[src/rtl/ecc24_pkg.sv]
// Shared SECDED definitions for the 24-bit ECC FIFO path.
// The encoder and the read-side checker both import this package.
package ecc24_pkg;

   localparam int DATA_WIDTH   = 24;
   localparam int PARITY_WIDTH = 6;
   localparam int CW_WIDTH     = DATA_WIDTH + PARITY_WIDTH;

   typedef enum logic [1:0] {
      INJ_NONE = 2'b00,
      INJ_SBIT = 2'b01,
      INJ_DBIT = 2'b10,
      INJ_PBIT = 2'b11
   } inj_mode_e;

   // Each mask selects the data bits covered by one parity bit.
   localparam logic [DATA_WIDTH-1:0] P0_SET = 24'hAAAD5B;
   localparam logic [DATA_WIDTH-1:0] P1_SET = 24'h33366D;
   localparam logic [DATA_WIDTH-1:0] P2_SET = 24'hC3C78E;
   localparam logic [DATA_WIDTH-1:0] P3_SET = 24'hFC07F0;
   localparam logic [DATA_WIDTH-1:0] P4_SET = 24'hFFF800;
   localparam logic [DATA_WIDTH-1:0] P5_SET = 24'hA65CB7;

   function automatic logic [PARITY_WIDTH-1:0] ecc24_encode(input logic [DATA_WIDTH-1:0] d);
      logic [PARITY_WIDTH-1:0] p;
      p[0] = ^(d & P0_SET);
      p[1] = ^(d & P1_SET);
      p[2] = ^(d & P2_SET);
      p[3] = ^(d & P3_SET);
      p[4] = ^(d & P4_SET);
      p[5] = ^(d & P5_SET);
      return p;
   endfunction

endpackage

[src/rtl/ecc_skid_buf.sv]
// Two-entry valid/ready register slice: main output register plus one skid entry.
// in_ready is a flop equal to !skid_valid, so upstream never sees a combinational path from out_ready.
module ecc_skid_buf #(
   parameter int WIDTH = 30
) (
   input  logic             clk,
   input  logic             rst,
   input  logic             in_valid,
   output logic             in_ready,
   input  logic [WIDTH-1:0] in_data,
   output logic             out_valid,
   input  logic             out_ready,
   output logic [WIDTH-1:0] out_data
);

   logic             skid_valid;
   logic [WIDTH-1:0] skid_data;

   always_ff @(posedge clk or posedge rst) begin
      if (rst) begin
         out_valid  <= 1'b0;
         out_data   <= '0;
         skid_valid <= 1'b0;
         skid_data  <= '0;
         in_ready   <= 1'b1;
      end else if (skid_valid) begin
         // Skid is only ever occupied behind a valid main entry.
         if (out_ready) begin
            out_data   <= skid_data;
            skid_valid <= 1'b0;
            in_ready   <= 1'b1;
         end
      end else if (in_valid) begin
         if (!out_valid || out_ready) begin
            out_data  <= in_data;
            out_valid <= 1'b1;
         end else begin
            skid_data  <= in_data;
            skid_valid <= 1'b1;
            in_ready   <= 1'b0;
         end
      end else if (out_ready) begin
         out_valid <= 1'b0;
      end
   end

endmodule

[src/rtl/ecc_24_wr_enc.sv]
// Write-side SECDED encoder: encodes accepted words, optionally corrupts them for
// checker testing, and registers the 30-bit codeword through a skid-buffered slice.
module ecc_24_wr_enc
   import ecc24_pkg::*;
#(
   parameter int CNT_WIDTH = 16
) (
   input  logic                    clk,
   input  logic                    rst,
   input  logic                    in_valid,
   output logic                    in_ready,
   input  logic [DATA_WIDTH-1:0]   in_data,
   output logic                    out_valid,
   input  logic                    out_ready,
   output logic [DATA_WIDTH-1:0]   out_data,
   output logic [PARITY_WIDTH-1:0] out_parity,
   input  logic                    inj_en,
   input  logic [1:0]              inj_mode,
   input  logic [4:0]              inj_pos,
   input  logic                    inj_oneshot,
   output logic                    inj_done,
   output logic [CNT_WIDTH-1:0]    enc_cnt,
   output logic [CNT_WIDTH-1:0]    inj_cnt
);

   logic                    accept;
   logic                    inj_en_q;
   logic                    armed;
   logic                    inj_rise;
   logic                    inj_active;
   logic                    inj_acc;
   logic [4:0]              dpos;
   logic [4:0]              dpos_nxt;
   logic [2:0]              ppos;
   logic [DATA_WIDTH-1:0]   cw_data;
   logic [PARITY_WIDTH-1:0] cw_parity;
   logic [CW_WIDTH-1:0]     slice_out;
   inj_mode_e               mode;

   assign accept   = in_valid & in_ready;
   assign mode     = inj_mode_e'(inj_mode);
   assign inj_rise = inj_en & ~inj_en_q & (mode != INJ_NONE);

   // The rising-edge cycle itself counts as armed so a word presented together
   // with the enable edge is still corrupted in oneshot mode.
   assign inj_active = inj_en & (mode != INJ_NONE) & (~inj_oneshot | armed | inj_rise);
   assign inj_acc    = accept & inj_active;

   assign dpos     = (inj_pos < 5'd24) ? inj_pos : 5'd0;
   assign dpos_nxt = (dpos == 5'd23) ? 5'd0 : dpos + 5'd1;
   assign ppos     = (inj_pos < 5'd6) ? inj_pos[2:0] : 3'd0;

   always_comb begin
      cw_data   = in_data;
      cw_parity = ecc24_encode(in_data);
      if (inj_active) begin
         case (mode)
            INJ_SBIT: cw_data = cw_data ^ (24'd1 << dpos);
            INJ_DBIT: cw_data = cw_data ^ (24'd1 << dpos) ^ (24'd1 << dpos_nxt);
            INJ_PBIT: cw_parity = cw_parity ^ (6'd1 << ppos);
            default:  cw_data = in_data;
         endcase
      end
   end

   ecc_skid_buf #(
      .WIDTH (CW_WIDTH)
   ) u_slice (
      .clk       (clk),
      .rst       (rst),
      .in_valid  (in_valid),
      .in_ready  (in_ready),
      .in_data   ({cw_parity, cw_data}),
      .out_valid (out_valid),
      .out_ready (out_ready),
      .out_data  (slice_out)
   );

   assign out_data   = slice_out[DATA_WIDTH-1:0];
   assign out_parity = slice_out[CW_WIDTH-1:DATA_WIDTH];

   always_ff @(posedge clk or posedge rst) begin
      if (rst) begin
         inj_en_q <= 1'b0;
         armed    <= 1'b0;
         inj_done <= 1'b0;
         enc_cnt  <= '0;
         inj_cnt  <= '0;
      end else begin
         inj_en_q <= inj_en;
         inj_done <= inj_acc;
         if (!inj_en)
            armed <= 1'b0;
         else if (inj_acc && inj_oneshot)
            armed <= 1'b0;
         else if (inj_rise)
            armed <= 1'b1;
         if (accept && (enc_cnt != {CNT_WIDTH{1'b1}}))
            enc_cnt <= enc_cnt + 1'b1;
         if (inj_acc && (inj_cnt != {CNT_WIDTH{1'b1}}))
            inj_cnt <= inj_cnt + 1'b1;
      end
   end

endmodule

[config.mk]
export PLATFORM = sky130hd
export DESIGN_NAME = ecc_24_wr_enc
export DESIGN_NICKNAME = d
export VERILOG_FILES = /design/src/rtl/ecc24_pkg.sv /design/src/rtl/ecc_skid_buf.sv /design/src/rtl/ecc_24_wr_enc.sv
export SDC_FILE = /design/constraint.sdc
export NUM_CORES = 1
export LEC_CHECK = 0
export CELL_PAD_IN_SITES_DETAIL_PLACEMENT = 1
export CELL_PAD_IN_SITES_GLOBAL_PLACEMENT = 2
export CORE_UTILIZATION = 33
export CTS_CLUSTER_DIAMETER = 100
export DETAILED_ROUTE_END_ITERATION = 6
export PLACE_DENSITY = 0.83
export SLEW_MARGIN = 20
export SYNTH_ARGS = -nofsm -noshare
export SYNTH_HDL_FRONTEND = slang
export SYNTH_SLANG_ARGS = --single-unit
[constraint.sdc]
create_clock -name clk -period 4.05 [get_ports clk]
set_input_delay 0.405 -clock clk [delete_from_list [all_inputs] [get_ports clk]]
set_output_delay 0.405 -clock clk [all_outputs]
set_load 0.02 [all_outputs]
==> metrics list, run 1 <==
- Run status: finished clean
* Fin Setup TNS: 0 ns
- In this run the standard cell core region covers around 0.018 mm².
- Along the worst path, the maximum fanout reaches 10.
* Library cell used as clock root buffer: clkbuf_16
- Share of the cycle needed by the critical path after routing: 69.03%
* Count of TritonRoute iterations in the first routing pass: 6
* Number of vias after detailed routing: around 5.7k
- Dpl hpwl: roughly 17000 µm
- The count of final hold-check violations is 0.
* Per-instance average area after synthesis: 8.793 µm²
- Summed over its instances, the top area cell type makes up about two fifths of the synthesized netlist area.
* Distinct cell type count after synthesis: 62
* Final setup viols: 0
- Cells fill a little over two fifths of the core in the end.
* Layout overhead on the synthesized area: 26.17%
- Number of nets in the synthesized netlist: between 700 and 800
* Wire length of the first global-routing pass: around 34000 µm
- Clock Latency Late Sink: approximately 0.35 ns
- Number of max-slew violations in the final report: 0
- Setup repair after global routing left no endpoint under its margin.
* Category of the most critical setup path: in -> reg
- Floorplan die area: around 0.019 mm²
- After synthesis, the most frequently instantiated cells are 97 x dfrtp_1, 90 x nand2_1, 78 x o21ai_0.
* Required @ worst endpoint: ~4.3 ns
* Max H-tree Level: 3
- Initial DRC Count: ~320
- Starting Density: around a third
* Number of global-route vias before repair: 5952
- After layout, the design draws a total of between 3 and 4 mW.
* Register bit total from synthesis: between 90 and 100
- RD Place Congestion: 0.8704
* Buffer count from post-CTS setup fixing: 0
- Number of buffers between clock root and the deepest sink: 2
* Total power density per cell area: around 480 mW/mm²
- Post-Syn Instances: approximately 690
- In this run the horizontal extent of the chip is roughly 140 µm.
- Entering global routing, the biggest net connects 77 pins.
- Achievable Freq: roughly 360 MHz
* Critical-path cell with the highest stage delay: o311ai_0
- Sorting the synthesized cells by area gives the leading types as dfrtp_1 40%, xnor2_1 7.4%, o21ai_0 6.4%.
* Post-synthesis instance area: roughly 0.006 mm²
- Most prevalent standard cell on the critical path: nand2_1
- Prevailing post-synth register cell: dfrtp_1
- Once detail routing completed, the nets flagged for antenna violations numbered 0.
- After clock tree synthesis, the flow added hold-fix buffers numbering 0.
- Number of enable-type register cells in the synthesized netlist: 0
* Fraction of layout instances using a drive strength above 1: 7.898%
- The analysis attributes to cell leakage a power of around 3.1 nW.
* Shortest period the worst path allows: 2.796 ns
- Inserted Clock Buffers: 9
* Combined global-route utilization of all metal layers: a little under a quarter
- Wire length after detailed routing: approximately 21000 µm
- During placement, the flow inserted port buffers numbering 101.
* Max_cap viols: 0
- Total inserted antenna cells: 0
- Resize count post-CTS: 0
* Category of the worst setup path launch point: input pin
- During I/O placement, the number of pins put on the boundary was between 100 and 150.
- Critical path capture point type: register
* Cell type with the largest total area after synthesis: dfrtp_1
- Share of synthesized registers carrying an async set or reset: 100.0%
- The initial antenna violation count came to 0.
* Drt drc: 0
- After clock tree synthesis, the clock-pin slew on the worst setup and hold paths is roughly 0.07 ns.
- During synthesis, Yosys emitted a total of 0 warnings.
- Proportion of synthesized chip area in sequential cells: between 40 and 50%
- After the last flow step, the layout net total stands at 824.
* Maximum single-stage delay on the critical path: 0.48 ns
* Ordered list of cells on the worst path: clkdlybuf4s50_1, nand2_1, nand2_1, ha_1, nor3b_1, nand2_1, o31ai_1, nand2_1, o311ai_0, o21a_1
* Fillcell total: 2075
* Max rail drop VDD: between 0.0002 and 0.0003 V
- CP arrival: 3.09 ns
- Total number of placement rows: 49
- At the pin with the least slew margin, the transition time is between 0.9 and 1 ns.
- dfrtp_1 is the most common cell in the netlist.
- Post-Route Skew: between 0.008 and 0.009 ns
- The floorplan step set the die height to 137.5 µm.
- Global-route congestion overflow total: 0
* Total number of clock tree sinks: around 100
- TritonCTS clock tree: yes
- The path class of the tightest hold or removal check is reg -> reg.
* Average wire per standard cell: between 20 and 25 µm
- Average via count per standard cell: ~5.6
* Rel. slew slack: between 30% and 40%
==> worst paths after layout <==
path,cells after the start,start,endpoint,slack (ns)
max in group asynchronous,3,rst,inj_cnt[6],2.55
setup / recovery,10,inj_pos[3],u_slice.skid_data[6],1.25
hold reg to reg,2,u_slice.skid_data[2],u_slice.skid_data[2],0.48
min in group asynchronous,2,rst,enc_cnt[13],0.63
setup reg to reg,5,u_slice.skid_valid,u_slice.out_data[10],1.43
hold / removal,2,u_slice.skid_data[2],u_slice.skid_data[2],0.48
==> flip-flops by register name, indices dropped and copies added, names as in the netlist <==
signal              flops
armed                   1
enc_cnt                16
inj_cnt                16
inj_done                1
inj_en_q                1
u_slice.in_ready        1
u_slice.out_data       30
u_slice.out_valid       1
u_slice.skid_data      30
u_slice.skid_valid      1
==> through the flow <==
| step | instances | worst slack, ns | hold WS [ns] | cell area, µm² |
|---|---|---|---|---|
| 2_1_floorplan | 689 | 1.085 | 0.4364 | 6058 |
| 3_3_place_gp | 998 | 0.8635 | 0.4534 | 7363 |
| 3_5_place_dp | 998 | 0.9221 | 0.4687 | 7363 |
| 4_1_cts | 1014 | 1.290 | 0.4828 | 7644 |
| 5_1_grt | 1014 | 1.107 | 0.5014 | 7644 |
| 6_report | 1014 | 1.254 | 0.4796 | 7644 |
==> cell usage in the layout (no fill, tap or decap), types with 9 or more instances in the layout <==
| master | Yosys | routed |
|---|---|---|
| xor2_1 | 16 | 16 |
| nand2_1 | 90 | 90 |
| and3_1 | 18 | 18 |
| dfrtp_1 | 97 | 97 |
| nand4_1 | 11 | 11 |
| clkdlybuf4s50_1 | 0 | 101 |
| xnor2_1 | 51 | 51 |
| clkbuf_16 | 0 | 9 |
| o21ai_0 | 78 | 78 |
| inv_1 | 12 | 11 |
| nand3_1 | 21 | 21 |
| a21oi_1 | 56 | 56 |
| nor3_1 | 15 | 15 |
| buf_4 | 0 | 23 |
| nor2_1 | 34 | 34 |
==> cells by family (layout without fill, tap and decap cells) <==
kind of cell,count (synthesis),count (layout),share of synthesized area [%]
and+or+nand+nor,236,236,19.21
AOI/OAI and AO/OA,206,206,20.51
DFF,98,98,40.50
xor gates and xnor gates,76,76,13.07
buffers and inverters,57,153,3.676
muxes,9,9,1.590
adders and majority gates,7,7,1.446
==> area by class of cell <==
type,count,area [µm²],share of cell area [%]
inverter,13,51.30,0.6711
clock buffer,11,242.7,3.176
multi-input combinational,534,3388,44.33
clock inverter,5,37.54,0.4911
sequential,98,2454,32.10
timing repair buffer,124,1184,15.49
tap,229,286.5,3.749
==> per-layer routing <==
layer | vias to the layer above | routed length, µm | GRT usage [%]
li1 | 2655 | - | -
met4 | 0 | 403 | 7.265
met3 | 24 | 682 | 2.907
met1 | 2865 | 9636 | 30.99
met2 | 133 | 10720 | 40.87
met5 | - | 0 | 0
==> power by group <==
part           internal [mW]  switching, mW  leakage [nW]
registers               1.25          0.195          1.24
logic                  0.640          0.751          1.75
clock network          0.436          0.393         0.132
==> worst max-delay path, delay by kind of cell <==
family	cells	cell delay [ns]
AOI/OAI and AO/OA	3	0.77
buffers and inverters	1	0.46
adders and majority gates	1	0.42
and+or+nand+nor	5	1.02
Note: power is estimated with default switching activity, not from simulation.
==> inputs of run 2 (changes only) <==
Clock period 4.05 ns to 2.7 ns, I/O delays scaled along.
==> metrics list, run 2 (synthesis results as in run 1) <==
* Largest registers: u_slice.out_data x30, u_slice.skid_data x30
* Worst-case reg-to-reg path depth: 7
- Entering global routing, the biggest net connects 48 pins.
* Max H-tree Level: 3
* Critical-path cell with the highest stage delay: clkdlybuf4s50_1
- After detailed routing, the number of remaining DRC violations is 0.
- The congestion estimate from routability-driven global placement came to approximately 0.89.
* Dpl hpwl: 16720 µm
* Wire length of the first global-routing pass: between 30000 and 40000 µm
* Average wire per standard cell: approximately 20 µm
- The library cell used most frequently in the layout, excluding fill and tap cells, is clkdlybuf4s50_1.
- Slack of the worst reg-to-reg path: roughly 0.61 ns
* Library cell used as clock root buffer: clkbuf_16
* Commonest cells after routing, fill and taps aside: 101 x clkdlybuf4s50_1, 97 x dfrtp_1, 90 x nand2_1
- From left edge to right edge, the die measures 137.5 µm.
- The area growth from synthesis to layout is 32.61%.
- Detailed routing inserted a total of about 5.8k vias.
- Number of buffers between clock root and the deepest sink: 2
- Clock latency on the worst-skew pair, taken at its later pin, is ~0.35 ns.
- Achievable Freq: 403.0 MHz
* Count of port buffers added during placement: around 100
- Across the run, the number of max-cap violations was 0.
- Total core area: between 0.015 and 0.02 mm²
- Data on the critical path arrives at its endpoint at ~2.8 ns.
- Average via count per standard cell: between 5 and 6
- Once detail routing completed, the nets flagged for antenna violations numbered 0.
* CTS clk-pin slew, worst paths: around 0.07 ns
- Wire length after detailed routing: roughly 22000 µm
- Summing all placed instances gives a cell area of ~0.0077 mm².
- After clock tree synthesis, the flow added hold-fix buffers numbering 0.
* Maximum single-stage delay on the critical path: a little under 0.5 ns
- Maximum fanout along the worst path: 4
- The floorplan has roughly 50 rows.
- The run finished with clean final reports.
- Number of max-slew violations in the final report: 0
- Fraction of layout instances using a drive strength above 1: 12.80%
* Final setup viols: 0
- Endpoint of the worst-slack reg-to-reg timing path: inj_cnt[15]
- Count of TritonRoute iterations in the first routing pass: 4
- Placed Cells incl. Taps: around 1.0k
- Shortest period the worst path allows: approximately 2.5 ns
- Across every metal layer, demand over resource in global routing totals between 20% and 30%.
* Rel. slew slack: between 50% and 60%
- For this configuration, the core starts out at a cell density of about 34%.
- Buffer count from post-CTS setup fixing: 0
- Once layout is done, the placed cells without fillers occupy 0.008034 mm².
- Global-route congestion overflow total: 0
- Actual slew at the worst max-slew pin: approximately 0.74 ns
* Layout Nets: roughly 870
- Category of the worst setup path launch point: input pin
* Number of global-route vias before repair: approximately 6.2k
- Inserted Clock Buffers: 9
* Number of hold-slack violations in the final timing report: 0
- Total power density per cell area: between 700 and 800 mW/mm²
- IR analysis of the VDD net gives a maximum drop of between 0.0004 and 0.0005 V.
- The clock arrives with approximately 0.007 ns of skew.
- Prior to clock tree synthesis, the placed netlist has a worst setup slack of -0.08795 ns.
- Hold timing on the final database bottoms out at a slack of roughly 0.39 ns.
* Unrepaired setup endpoints after global routing: false
- The startpoint identified for the worst register-to-register timing path is u_slice.in_ready.
- Final worst-path setup slack: ~0.22 ns
* Top Ports: ~100
* Floorplan die area: 0.01890 mm²
- Category of the most critical setup path: in -> reg
- STA classifies the critical path endpoint as a register.
- For this design the static power due to leakage is roughly 3.4 nW.
* Resize count post-CTS: 0
- TritonCTS clock tree: yes
- Initial antenna violation count: 0
* Ordered list of cells on the worst path: clkdlybuf4s50_1, inv_1, ha_1, nor2b_1, nand4_1, nor3_1, a21oi_1, a31o_2, o21ai_0
- Share of the cycle needed by the critical path after routing: roughly nine tenths
- Initial DRC Count: about 320
* Cell Count, Final, Fillers Out: roughly 1.1k
- For this design, the sink count on the clock tree is a little under 100.
- STA puts the critical path data required time at just under 3 ns.
- The worst hold path belongs to the class in -> async.
- 0 antenna diodes ended up in the layout.
- Die span in y: around 140 µm
## run 2: power by group
part	switching, mW	internal [mW]
registers	0.294	1.87
clock network	0.585	0.744
logic	1.15	1.02
## run 2: worst max path at each step
stage	start	endpoint	slack, ns	cells past startpoint
after floorplan	inj_pos[1]	u_slice.out_data[13]	0.23	11
after global placement	inj_pos[4]	u_slice.out_data[5]	-0.03	9
after detailed placement	inj_mode[0]	u_slice.out_data[13]	-0.09	9
after CTS	inj_mode[0]	u_slice.out_data[13]	0.27	9
after global routing	inj_mode[1]	u_slice.out_data[2]	0.007	9
final	inj_mode[0]	u_slice.skid_data[18]	0.22	9
## run 2: metal layers
metal / routed length [µm] / vias to the layer above / global-route usage, %
met5: 0 / - / 0
met4: 806 / 0 / 10.44
met3: 1088 / 48 / 3.937
met2: 10400 / 160 / 40.95
met1: 9282 / 2882 / 29.98
li1: - / 2737 / -
## run 2: metrics by stage
step	TNS (ns)	util (%)	power, mW
2_1_floorplan	0	-	3.331
3_3_place_gp	-0.03359	43.05	4.258
3_5_place_dp	-0.3179	43.05	4.369
4_1_cts	0	44.72	5.730
5_1_grt	0	44.72	6.006
6_report	0	44.72	5.661
## run 2: area by class of cell
| type | instances | area (µm²) |
|---|---|---|
| Fill cell | 2094 | 9930 |
| Sequential cell | 98 | 2454 |
| Tap cell | 229 | 286.5 |
| Timing Repair Buffer | 168 | 1551 |
| Clock inverter | 5 | 62.56 |
| Inverter | 13 | 52.55 |
| Multi-Input combinational cell | 534 | 3388 |
| Clock buffer | 10 | 239.0 |
## run 2: critical path: cells and delay by family
family	cells	cell delay, ns
buffers and inverters	2	0.56
and+or+nand+nor	3	1.12
AOI/OAI and AO/OA	3	0.55
adders and majority gates	1	0.24
